<file path="config.mk">
export PLATFORM = sky130hd
export DESIGN_NAME = inlier_stream_sender_flat
export DESIGN_NICKNAME = d
export VERILOG_FILES = /design/src/rtl/ransac_pkg.sv /design/src/rtl/inlier_stream_sender_if.sv /design/src/rtl/inlier_result_counter.sv /design/src/rtl/inlier_stream_sender.sv /design/src/flat_wrapper.sv
export SDC_FILE = /design/constraint.sdc
export NUM_CORES = 1
export LEC_CHECK = 0
export CAP_MARGIN = 10
export CORE_MARGIN = 2
export CORE_UTILIZATION = 30
export CTS_BUF_LIST = sky130_fd_sc_hd__clkbuf_8
export DETAILED_ROUTE_END_ITERATION = 7
export PLACE_DENSITY = 0.52
export REMOVE_ABC_BUFFERS = 1
export SLEW_MARGIN = 20
export SYNTH_ARGS = -nofsm -noshare
export SYNTH_HDL_FRONTEND = slang
export SYNTH_SLANG_ARGS = --single-unit
</file>
<file path="constraint.sdc">
create_clock -name clk -period 5.07 [get_ports clk]
set_input_delay 1.014 -clock clk [delete_from_list [all_inputs] [get_ports clk]]
set_output_delay 1.014 -clock clk [all_outputs]
set_load 0.02 [all_outputs]
</file>
<file path="src/rtl/ransac_pkg.sv">
// ============================================================================
// Module   : ransac_pkg
// Brief    : Types and constants shared by the inlier-checker word protocol.
//            Holds the sender FSM encoding, the stream sentinel, the header
//            word order and the point word packing function.
// Revision : 1.0 - initial release
// ============================================================================
`default_nettype none

package ransac_pkg;

  // One state per word type on the stream, plus idle and result drain
  typedef enum logic [2:0] {
    ST_IDLE  = 3'd0,
    ST_DX    = 3'd1,
    ST_DY    = 3'd2,
    ST_BETA  = 3'd3,
    ST_THR   = 3'd4,
    ST_PTS   = 3'd5,
    ST_SENT  = 3'd6,
    ST_DRAIN = 3'd7
  } state_t;

  // End-of-frame marker; the checker never sees this value as a point
  localparam logic [31:0] SENTINEL = 32'hFFFF_FFFF;

  // Header word order on the stream
  localparam logic [1:0] HDR_DX   = 2'd0;
  localparam logic [1:0] HDR_DY   = 2'd1;
  localparam logic [1:0] HDR_BETA = 2'd2;
  localparam logic [1:0] HDR_THR  = 2'd3;

  // Builds one header word; signed model fields are sign-extended to 32 bits
  function automatic logic [31:0] header_word(
    input logic [1:0]  sel,
    input logic [8:0]  dx,
    input logic [8:0]  dy,
    input logic [16:0] beta,
    input logic [31:0] thr
  );
    logic [31:0] w_word;
    case (sel)
      HDR_DX:   w_word = {{23{dx[8]}}, dx};
      HDR_DY:   w_word = {{23{dy[8]}}, dy};
      HDR_BETA: w_word = {{15{beta[16]}}, beta};
      default:  w_word = thr;
    endcase
    return w_word;
  endfunction

  // Point word layout shared with the checker: {16'h0000, y, x}
  function automatic logic [31:0] pack_point(input logic [7:0] x, input logic [7:0] y);
    return {16'h0000, y, x};
  endfunction

endpackage

`default_nettype wire

</file>
<file path="src/rtl/inlier_stream_sender_if.sv">
// ============================================================================
// Module   : inlier_stream_sender_if
// Brief    : Point RAM read port plus checker word stream of the sender.
//            master = sender side, slave = RAM/checker side.
// Revision : 1.0 - initial release
// ============================================================================
`default_nettype none

interface inlier_stream_sender_if #(
  parameter int ADDR_W = 10
);
  logic [ADDR_W-1:0] mem_addr;
  logic              mem_rd_en;
  logic [15:0]       mem_rdata;
  logic [31:0]       data_out;
  logic              enable;
  logic              inlier_in;

  modport master (
    output mem_addr, mem_rd_en, data_out, enable,
    input  mem_rdata, inlier_in
  );

  modport slave (
    input  mem_addr, mem_rd_en, data_out, enable,
    output mem_rdata, inlier_in
  );
endinterface

`default_nettype wire

</file>
<file path="src/rtl/inlier_result_counter.sv">
// ============================================================================
// Module   : inlier_result_counter
// Brief    : Tags each stream cycle that carried a point word and, when the
//            tag comes out RESULT_LAT cycles later, adds the checker's result
//            bit to a saturating inlier count.
// Revision : 1.0 - initial release
// ============================================================================
`default_nettype none

module inlier_result_counter #(
  parameter int ADDR_W     = 10,
  parameter int RESULT_LAT = 3
) (
  input  wire logic              clk,
  input  wire logic              reset_n,
  input  wire logic              i_clear,
  input  wire logic              i_tag,
  input  wire logic              i_inlier,
  output logic      [ADDR_W:0]   o_count
);

  localparam logic [ADDR_W:0] c_one = {{ADDR_W{1'b0}}, 1'b1};
  localparam logic [ADDR_W:0] c_max = {1'b1, {ADDR_W{1'b0}}};

  logic [RESULT_LAT-1:0] r_tag;
  logic [ADDR_W:0]       r_count;
  logic                  w_exit;

  assign w_exit  = r_tag[RESULT_LAT-1];
  assign o_count = r_count;

  // Delay line aligning each point tag with the cycle its result is valid
  always_ff @(posedge clk or negedge reset_n) begin
    if (!reset_n) begin
      r_tag <= '0;
    end else begin
      r_tag[0] <= i_tag;
      for (int j = 1; j < RESULT_LAT; j++) begin
        r_tag[j] <= r_tag[j-1];
      end
    end
  end

  // Count tagged inliers; cleared when a new frame is accepted
  always_ff @(posedge clk or negedge reset_n) begin
    if (!reset_n) begin
      r_count <= '0;
    end else if (i_clear) begin
      r_count <= '0;
    end else if (w_exit && i_inlier && (r_count != c_max)) begin
      r_count <= r_count + c_one;
    end
  end

endmodule

`default_nettype wire

</file>
<file path="src/rtl/inlier_stream_sender.sv">
// ============================================================================
// Module   : inlier_stream_sender
// Brief    : Serialises one RANSAC line model and a list of points read from
//            the point RAM into the inlier-checker word stream, terminated by
//            the all-ones sentinel. Optional inlier counting is built when the
//            INLIER_COUNT_EN macro is defined; otherwise the result drain is
//            removed and inlier_count reads 0.
// Revision : 1.0 - initial release
// ============================================================================
`default_nettype none

module inlier_stream_sender
  import ransac_pkg::*;
#(
  parameter int ADDR_W     = 10,
  parameter int RESULT_LAT = 3
) (
  input  wire logic                clk,
  input  wire logic                reset_n,
  input  wire logic                start,
  input  wire logic signed [8:0]   delta_x,
  input  wire logic signed [8:0]   delta_y,
  input  wire logic signed [16:0]  beta,
  input  wire logic signed [31:0]  threshold,
  input  wire logic [ADDR_W:0]     num_points,
  inlier_stream_sender_if.master   bus,
  output logic                     busy,
  output logic                     done,
  output logic [ADDR_W:0]          inlier_count
);

  localparam logic [ADDR_W:0] c_one = {{ADDR_W{1'b0}}, 1'b1};

  state_t              r_state;
  state_t              w_next;
  logic signed [8:0]   r_dy;
  logic signed [16:0]  r_beta;
  logic signed [31:0]  r_thr;
  logic [ADDR_W:0]     r_n;
  logic [ADDR_W:0]     r_rd_idx;   // next point to read from RAM
  logic [ADDR_W:0]     r_pt_idx;   // point currently on the stream
  logic [31:0]         r_data;
  logic                r_en;
  logic                r_done;
  logic [31:0]         w_data_nxt;
  logic                w_en_nxt;
  logic                w_rd_en;
  logic                w_start_ok;
  logic                w_last_pt;
  logic                w_drain_end;

  assign w_start_ok = (r_state == ST_IDLE) && start;
  assign w_last_pt  = ((r_pt_idx + c_one) == r_n);

`ifdef INLIER_COUNT_EN
  localparam int              c_drain_w    = (RESULT_LAT > 1) ? $clog2(RESULT_LAT) : 1;
  localparam logic [c_drain_w-1:0] c_drain_last = c_drain_w'(RESULT_LAT - 1);
  localparam logic [c_drain_w-1:0] c_drain_one  = c_drain_w'(1);

  logic [c_drain_w-1:0] r_drain_cnt;

  // Hold off done until the last point's result has been counted
  always_ff @(posedge clk or negedge reset_n) begin
    if (!reset_n) begin
      r_drain_cnt <= '0;
    end else if (r_state == ST_DRAIN) begin
      r_drain_cnt <= r_drain_cnt + c_drain_one;
    end else begin
      r_drain_cnt <= '0;
    end
  end

  assign w_drain_end = (r_drain_cnt == c_drain_last);

  inlier_result_counter #(
    .ADDR_W     (ADDR_W),
    .RESULT_LAT (RESULT_LAT)
  ) u_counter (
    .clk      (clk),
    .reset_n  (reset_n),
    .i_clear  (w_start_ok),
    .i_tag    (r_state == ST_PTS),
    .i_inlier (bus.inlier_in),
    .o_count  (inlier_count)
  );
`else
  localparam int c_unused_lat = RESULT_LAT;
  logic w_unused_inlier;

  assign w_unused_inlier = bus.inlier_in;
  assign w_drain_end     = 1'b1;
  assign inlier_count    = '0;
`endif

  // State register
  always_ff @(posedge clk or negedge reset_n) begin
    if (!reset_n) begin
      r_state <= ST_IDLE;
    end else begin
      r_state <= w_next;
    end
  end

  // Next state: the state names the word type on the stream in that cycle
  always_comb begin
    w_next = r_state;
    case (r_state)
      ST_IDLE:  if (start) w_next = ST_DX;
      ST_DX:    w_next = ST_DY;
      ST_DY:    w_next = ST_BETA;
      ST_BETA:  w_next = ST_THR;
      ST_THR:   w_next = (r_n != '0) ? ST_PTS : ST_SENT;
      ST_PTS:   if (w_last_pt) w_next = ST_SENT;
`ifdef INLIER_COUNT_EN
      ST_SENT:  w_next = ST_DRAIN;
`else
      ST_SENT:  w_next = ST_IDLE;
`endif
      ST_DRAIN: if (w_drain_end) w_next = ST_IDLE;
      default:  w_next = ST_IDLE;
    endcase
  end

  // Outputs: next word from the state being entered; RAM reads run two
  // cycles ahead of the point words so read data lands as the word is built
  always_comb begin
    w_data_nxt = r_data;
    w_en_nxt   = 1'b0;
    w_rd_en    = ((r_state == ST_BETA) || (r_state == ST_THR) || (r_state == ST_PTS))
                 && (r_rd_idx < r_n);
    case (w_next)
      ST_DX: begin
        w_data_nxt = header_word(HDR_DX, delta_x, r_dy, r_beta, r_thr);
        w_en_nxt   = 1'b1;
      end
      ST_DY: begin
        w_data_nxt = header_word(HDR_DY, delta_x, r_dy, r_beta, r_thr);
        w_en_nxt   = 1'b1;
      end
      ST_BETA: begin
        w_data_nxt = header_word(HDR_BETA, delta_x, r_dy, r_beta, r_thr);
        w_en_nxt   = 1'b1;
      end
      ST_THR: begin
        w_data_nxt = header_word(HDR_THR, delta_x, r_dy, r_beta, r_thr);
        w_en_nxt   = 1'b1;
      end
      ST_PTS: begin
        w_data_nxt = pack_point(bus.mem_rdata[7:0], bus.mem_rdata[15:8]);
        w_en_nxt   = 1'b1;
      end
      ST_SENT: begin
        w_data_nxt = SENTINEL;
        w_en_nxt   = 1'b1;
      end
      default: ;
    endcase
  end

  // Word register, frame parameters and point indices
  always_ff @(posedge clk or negedge reset_n) begin
    if (!reset_n) begin
      r_data   <= '0;
      r_en     <= 1'b0;
      r_done   <= 1'b0;
      r_dy     <= '0;
      r_beta   <= '0;
      r_thr    <= '0;
      r_n      <= '0;
      r_rd_idx <= '0;
      r_pt_idx <= '0;
    end else begin
      r_data <= w_data_nxt;
      r_en   <= w_en_nxt;
      r_done <= (r_state != ST_IDLE) && (w_next == ST_IDLE);
      if (w_start_ok) begin
        r_dy     <= delta_y;
        r_beta   <= beta;
        r_thr    <= threshold;
        r_n      <= num_points;
        r_rd_idx <= '0;
        r_pt_idx <= '0;
      end else begin
        if (w_rd_en) begin
          r_rd_idx <= r_rd_idx + c_one;
        end
        if (r_state == ST_PTS) begin
          r_pt_idx <= r_pt_idx + c_one;
        end
      end
    end
  end

  assign bus.data_out  = r_data;
  assign bus.enable    = r_en;
  assign bus.mem_rd_en = w_rd_en;
  assign bus.mem_addr  = r_rd_idx[ADDR_W-1:0];
  assign busy          = (r_state != ST_IDLE);
  assign done          = r_done;

endmodule

`default_nettype wire

</file>
<file path="src/flat_wrapper.sv">
// flat-port wrapper written by rule: the top's interface ports become plain ports
module inlier_stream_sender_flat import ransac_pkg::*;
#(
  parameter int ADDR_W     = 10,
  parameter int RESULT_LAT = 3
)
  (clk, reset_n, start, delta_x, delta_y, beta, threshold, num_points, busy, done, inlier_count, bus_mem_addr, bus_mem_rd_en, bus_data_out, bus_enable, bus_mem_rdata, bus_inlier_in);
  inlier_stream_sender_if #(.ADDR_W(ADDR_W)) bus_i ();
  input  wire logic clk;
  input  wire logic reset_n;
  input  wire logic start;
  input  wire logic signed [8:0] delta_x;
  input  wire logic signed [8:0] delta_y;
  input  wire logic signed [16:0] beta;
  input  wire logic signed [31:0] threshold;
  input  wire logic [ADDR_W:0] num_points;
  output logic busy;
  output logic done;
  output logic [ADDR_W:0] inlier_count;
  output wire logic [$bits(bus_i.mem_addr)-1:0] bus_mem_addr;
  output wire logic [$bits(bus_i.mem_rd_en)-1:0] bus_mem_rd_en;
  output wire logic [$bits(bus_i.data_out)-1:0] bus_data_out;
  output wire logic [$bits(bus_i.enable)-1:0] bus_enable;
  input wire logic [$bits(bus_i.mem_rdata)-1:0] bus_mem_rdata;
  input wire logic [$bits(bus_i.inlier_in)-1:0] bus_inlier_in;
  assign bus_mem_addr = bus_i.mem_addr;
  assign bus_mem_rd_en = bus_i.mem_rd_en;
  assign bus_data_out = bus_i.data_out;
  assign bus_enable = bus_i.enable;
  assign bus_i.mem_rdata = bus_mem_rdata;
  assign bus_i.inlier_in = bus_inlier_in;
  inlier_stream_sender #(.ADDR_W(ADDR_W), .RESULT_LAT(RESULT_LAT)) u_core (.clk(clk), .reset_n(reset_n), .start(start), .delta_x(delta_x), .delta_y(delta_y), .beta(beta), .threshold(threshold), .num_points(num_points), .bus(bus_i), .busy(busy), .done(done), .inlier_count(inlier_count));
endmodule
</file>
==> impl_metrics.env <==
export IMPL_grt_overflow=0
export IMPL_maxCapViolCount=0
export IMPL_rows=53
export IMPL_setup_violations=0
export IMPL_rsz0062_at_grt="no"
export IMPL_grt_max_degree=100
export IMPL_gp_congestion=0.8362
export IMPL_nNetsFinal=920
export IMPL_peakVddDrop_v=0.0001420
export IMPL_synth_edf_count=0
export IMPL_htreeDepth=4
export IMPL_fmax_mhz=231.6
export IMPL_cts_hold_buf=0
export IMPL_synth_seq_cells=128
export IMPL_crit_fanout=6
export IMPL_clock_sinks=128
export IMPL_required_ns=4.06
export IMPL_synth_common_cells="nand2_1 (223), dfrtp_1 (128), o21ai_0 (39), clkbuf_1 (31), nor2_1 (30)"
export IMPL_root_buffer="clkbuf_8"
export IMPL_final_antenna_net_count=0
export IMPL_die_h_um=149.4
export IMPL_core_mm2=0.02089
export IMPL_synth_top_area_share=0.5053
export IMPL_wire_per_inst_um=15.51
export IMPL_period_share=0.8515
export IMPL_yosysTopAreaCell="dfrtp_1"
export IMPL_synthCells=691
export IMPL_crit_type="flop to primary output"
export IMPL_vias=5142
export IMPL_final_setup_tns_ns=0
export IMPL_critPathArrivalTime_ns=3.30
export IMPL_grt_pass1_vias=5086
export IMPL_hp_class="flop to flop"
export IMPL_final_util=0.3987
export IMPL_antenna_found_initial=0
export IMPL_fin_crit_ns=4.317
export IMPL_io_buffers=142
export IMPL_synthFlopType="dfrtp_1"
export IMPL_fin_area_mm2=0.008328
export IMPL_wirelength_um=17020
export IMPL_drtIter0Drc=170
export IMPL_async_flop_share=1.000
export IMPL_avgSynthCellArea_um2=9.173
export IMPL_maxSlewViolCount=0
export IMPL_grt_pass1_wl_um=27430
export IMPL_placed_area_mm2=0.007891
export IMPL_status="finished, final reports clean"
export IMPL_fp_dieW_um=149.4
export IMPL_drtPass1Iterations=4
export IMPL_postCtsSetupBuffers=0
export IMPL_cts_clk_slew_worst_paths_ns=0.08
export IMPL_finalHoldViolations=0
export IMPL_yosysUniqueCellTypes=54
export IMPL_cts_made_buffers=17
export IMPL_area_delta_synth_final_pct=31.39
export IMPL_ioPinCount=155
export IMPL_ys_seq_area_frac=0.5053
export IMPL_grt_usage=0.1583
export IMPL_dpl_hpwl_um=11330
export IMPL_diodes=0
export IMPL_synth_area_mm2=0.006339
export IMPL_worstSkewPairLatency_ns=0.44
export IMPL_drive_above_1_share=0.07908
export IMPL_clockBufferDepth=2
export IMPL_route_detailed_drc=0
export IMPL_design_power_total_mw=2.149
export IMPL_avgViaCountPerCell=4.687
export IMPL_yosysWarningCount=0
export IMPL_finClkSkew_ns=0.01308
export IMPL_max_slew_margin_rel=0.3619
export IMPL_die_area_mm2=0.02231
export IMPL_cp_end_kind="primary output"
export IMPL_initial_utilization=0.3034
export IMPL_tightest_slew_ns=0.9572
export IMPL_powerDensity_mw_per_mm2=258.0
export IMPL_cts_tree="done"
export IMPL_yosysMostFrequentCell="nand2_1"
export IMPL_synthTopCellsByArea="dfrtp_1 (51%), nand2_1 (13%), o21ai_0 (3.1%)"
export IMPL_start_kind="flop"
export IMPL_post_cts_resized=0
export IMPL_leakage_nw=3.741
[critical path, cell delays in order (launching register included)]
cell	delay [ns]
dfrtp_1	0.41
inv_1	0.11
ha_1	0.31
a21oi_1	0.06
o21ai_0	0.29
a31o_2	0.16
o2111ai_1	0.22
o21ai_0	0.54
inv_1	0.18
clkdlybuf4s50_1	0.58
[layout by cell type, fill, tap and decap left out, types with 6 or more instances in the layout]
cell             instances
o21ai_0                 39
nand2_1                222
dfrtp_1                127
ha_1                    12
nand3_1                  6
mux2_2                   8
clkdlybuf4s50_1        141
buf_4                    7
o211ai_1                10
xnor2_1                 16
o221a_2                  7
inv_1                   18
xor2_1                   9
nor2_1                  29
clkbuf_8                20
o22a_1                  16
mux2i_1                 10
a21oi_1                 22
conb_1                  11
a22oi_1                  8
o22ai_1                 10
[area by class of cell]
| cell class | instances | area, um2 |
|---|---|---|
| clock buffer | 20 | 275.3 |
| inverter | 17 | 63.81 |
| sequential | 128 | 3204 |
| clock inverter | 11 | 161.4 |
| tap | 275 | 344.1 |
| multi-input combinational | 497 | 2804 |
| timing repair buffer | 149 | 1475 |
| fill | 2156 | 12560 |
[registers in the layout (all words and copies together), names as in the netlist]
register / flops
u_core.bus.data_out: 32
u_core.bus.enable: 1
u_core.done: 1
u_core.r_beta: 17
u_core.r_dy: 9
u_core.r_n: 11
u_core.r_pt_idx: 11
u_core.r_rd_idx: 11
u_core.r_state: 3
u_core.r_thr: 32
[per-layer routing]
metal  track usage  vias to the layer above  share of wire  routed length (um)
met5             0                        -              0                   0
met4       0.04095                        0         0.0089                 152
met3       0.04098                        9          0.047                 802
met2        0.2489                      119           0.46                7894
met1        0.2173                     2453           0.48                8167
li1              -                     2561              -                   -
[through the flow]
| stage | instances | hold WS, ns | setup WS (ns) |
|---|---|---|---|
| 2_1_floorplan | 642 | 0.4401 | 1.459 |
| 3_3_place_gp | 1066 | 0.4547 | 1.244 |
| 3_5_place_dp | 1066 | 0.4588 | 1.230 |
| 4_1_cts | 1097 | 0.4789 | 0.7225 |
| 5_1_grt | 1097 | 0.5000 | 0.4778 |
| 6_report | 1097 | 0.4729 | 0.7531 |
[logic make-up after synthesis]
family / after synthesis / synth area share
multiplexers: 18 / 0.03001
flip-flops: 128 / 0.5053
adder cells (fa/ha/maj): 12 / 0.02369
buffers and inverters: 76 / 0.06020
AO/OA/AOI/OAI: 138 / 0.1506
other: 1 / 0.0005916
AND/OR/NAND/NOR: 293 / 0.1950
XOR/XNOR: 25 / 0.03454
[where the power goes]
group | internal [mW] | total, mW | switching [mW]
clock | 0.569 | 0.984 | 0.415
sequential | 1.03 | 1.03 | 0.00360
combinational | 0.0812 | 0.134 | 0.0532
[path summary, 6_finish.rpt]
kind	startpoint	slack, ns	endpoint	cells after the start
min	u_core.r_dy[1]$_DFFE_PN0P_	0.47	u_core.r_dy[1]$_DFFE_PN0P_	2
max reg2reg	u_core.r_n[5]$_DFFE_PN0P_	2.42	u_core.r_rd_idx[3]$_DFFE_PN0P_	10
max in group asynchronous	reset_n	3.48	u_core.r_n[8]$_DFFE_PN0P_	2
max	u_core.r_n[5]$_DFFE_PN0P_	0.75	bus_mem_rd_en	9
min in group asynchronous	reset_n	0.64	u_core.r_beta[13]$_DFFE_PN0P_	1
min reg2reg	u_core.r_dy[1]$_DFFE_PN0P_	0.47	u_core.r_dy[1]$_DFFE_PN0P_	2
Power figures use the tool's default switching activity.
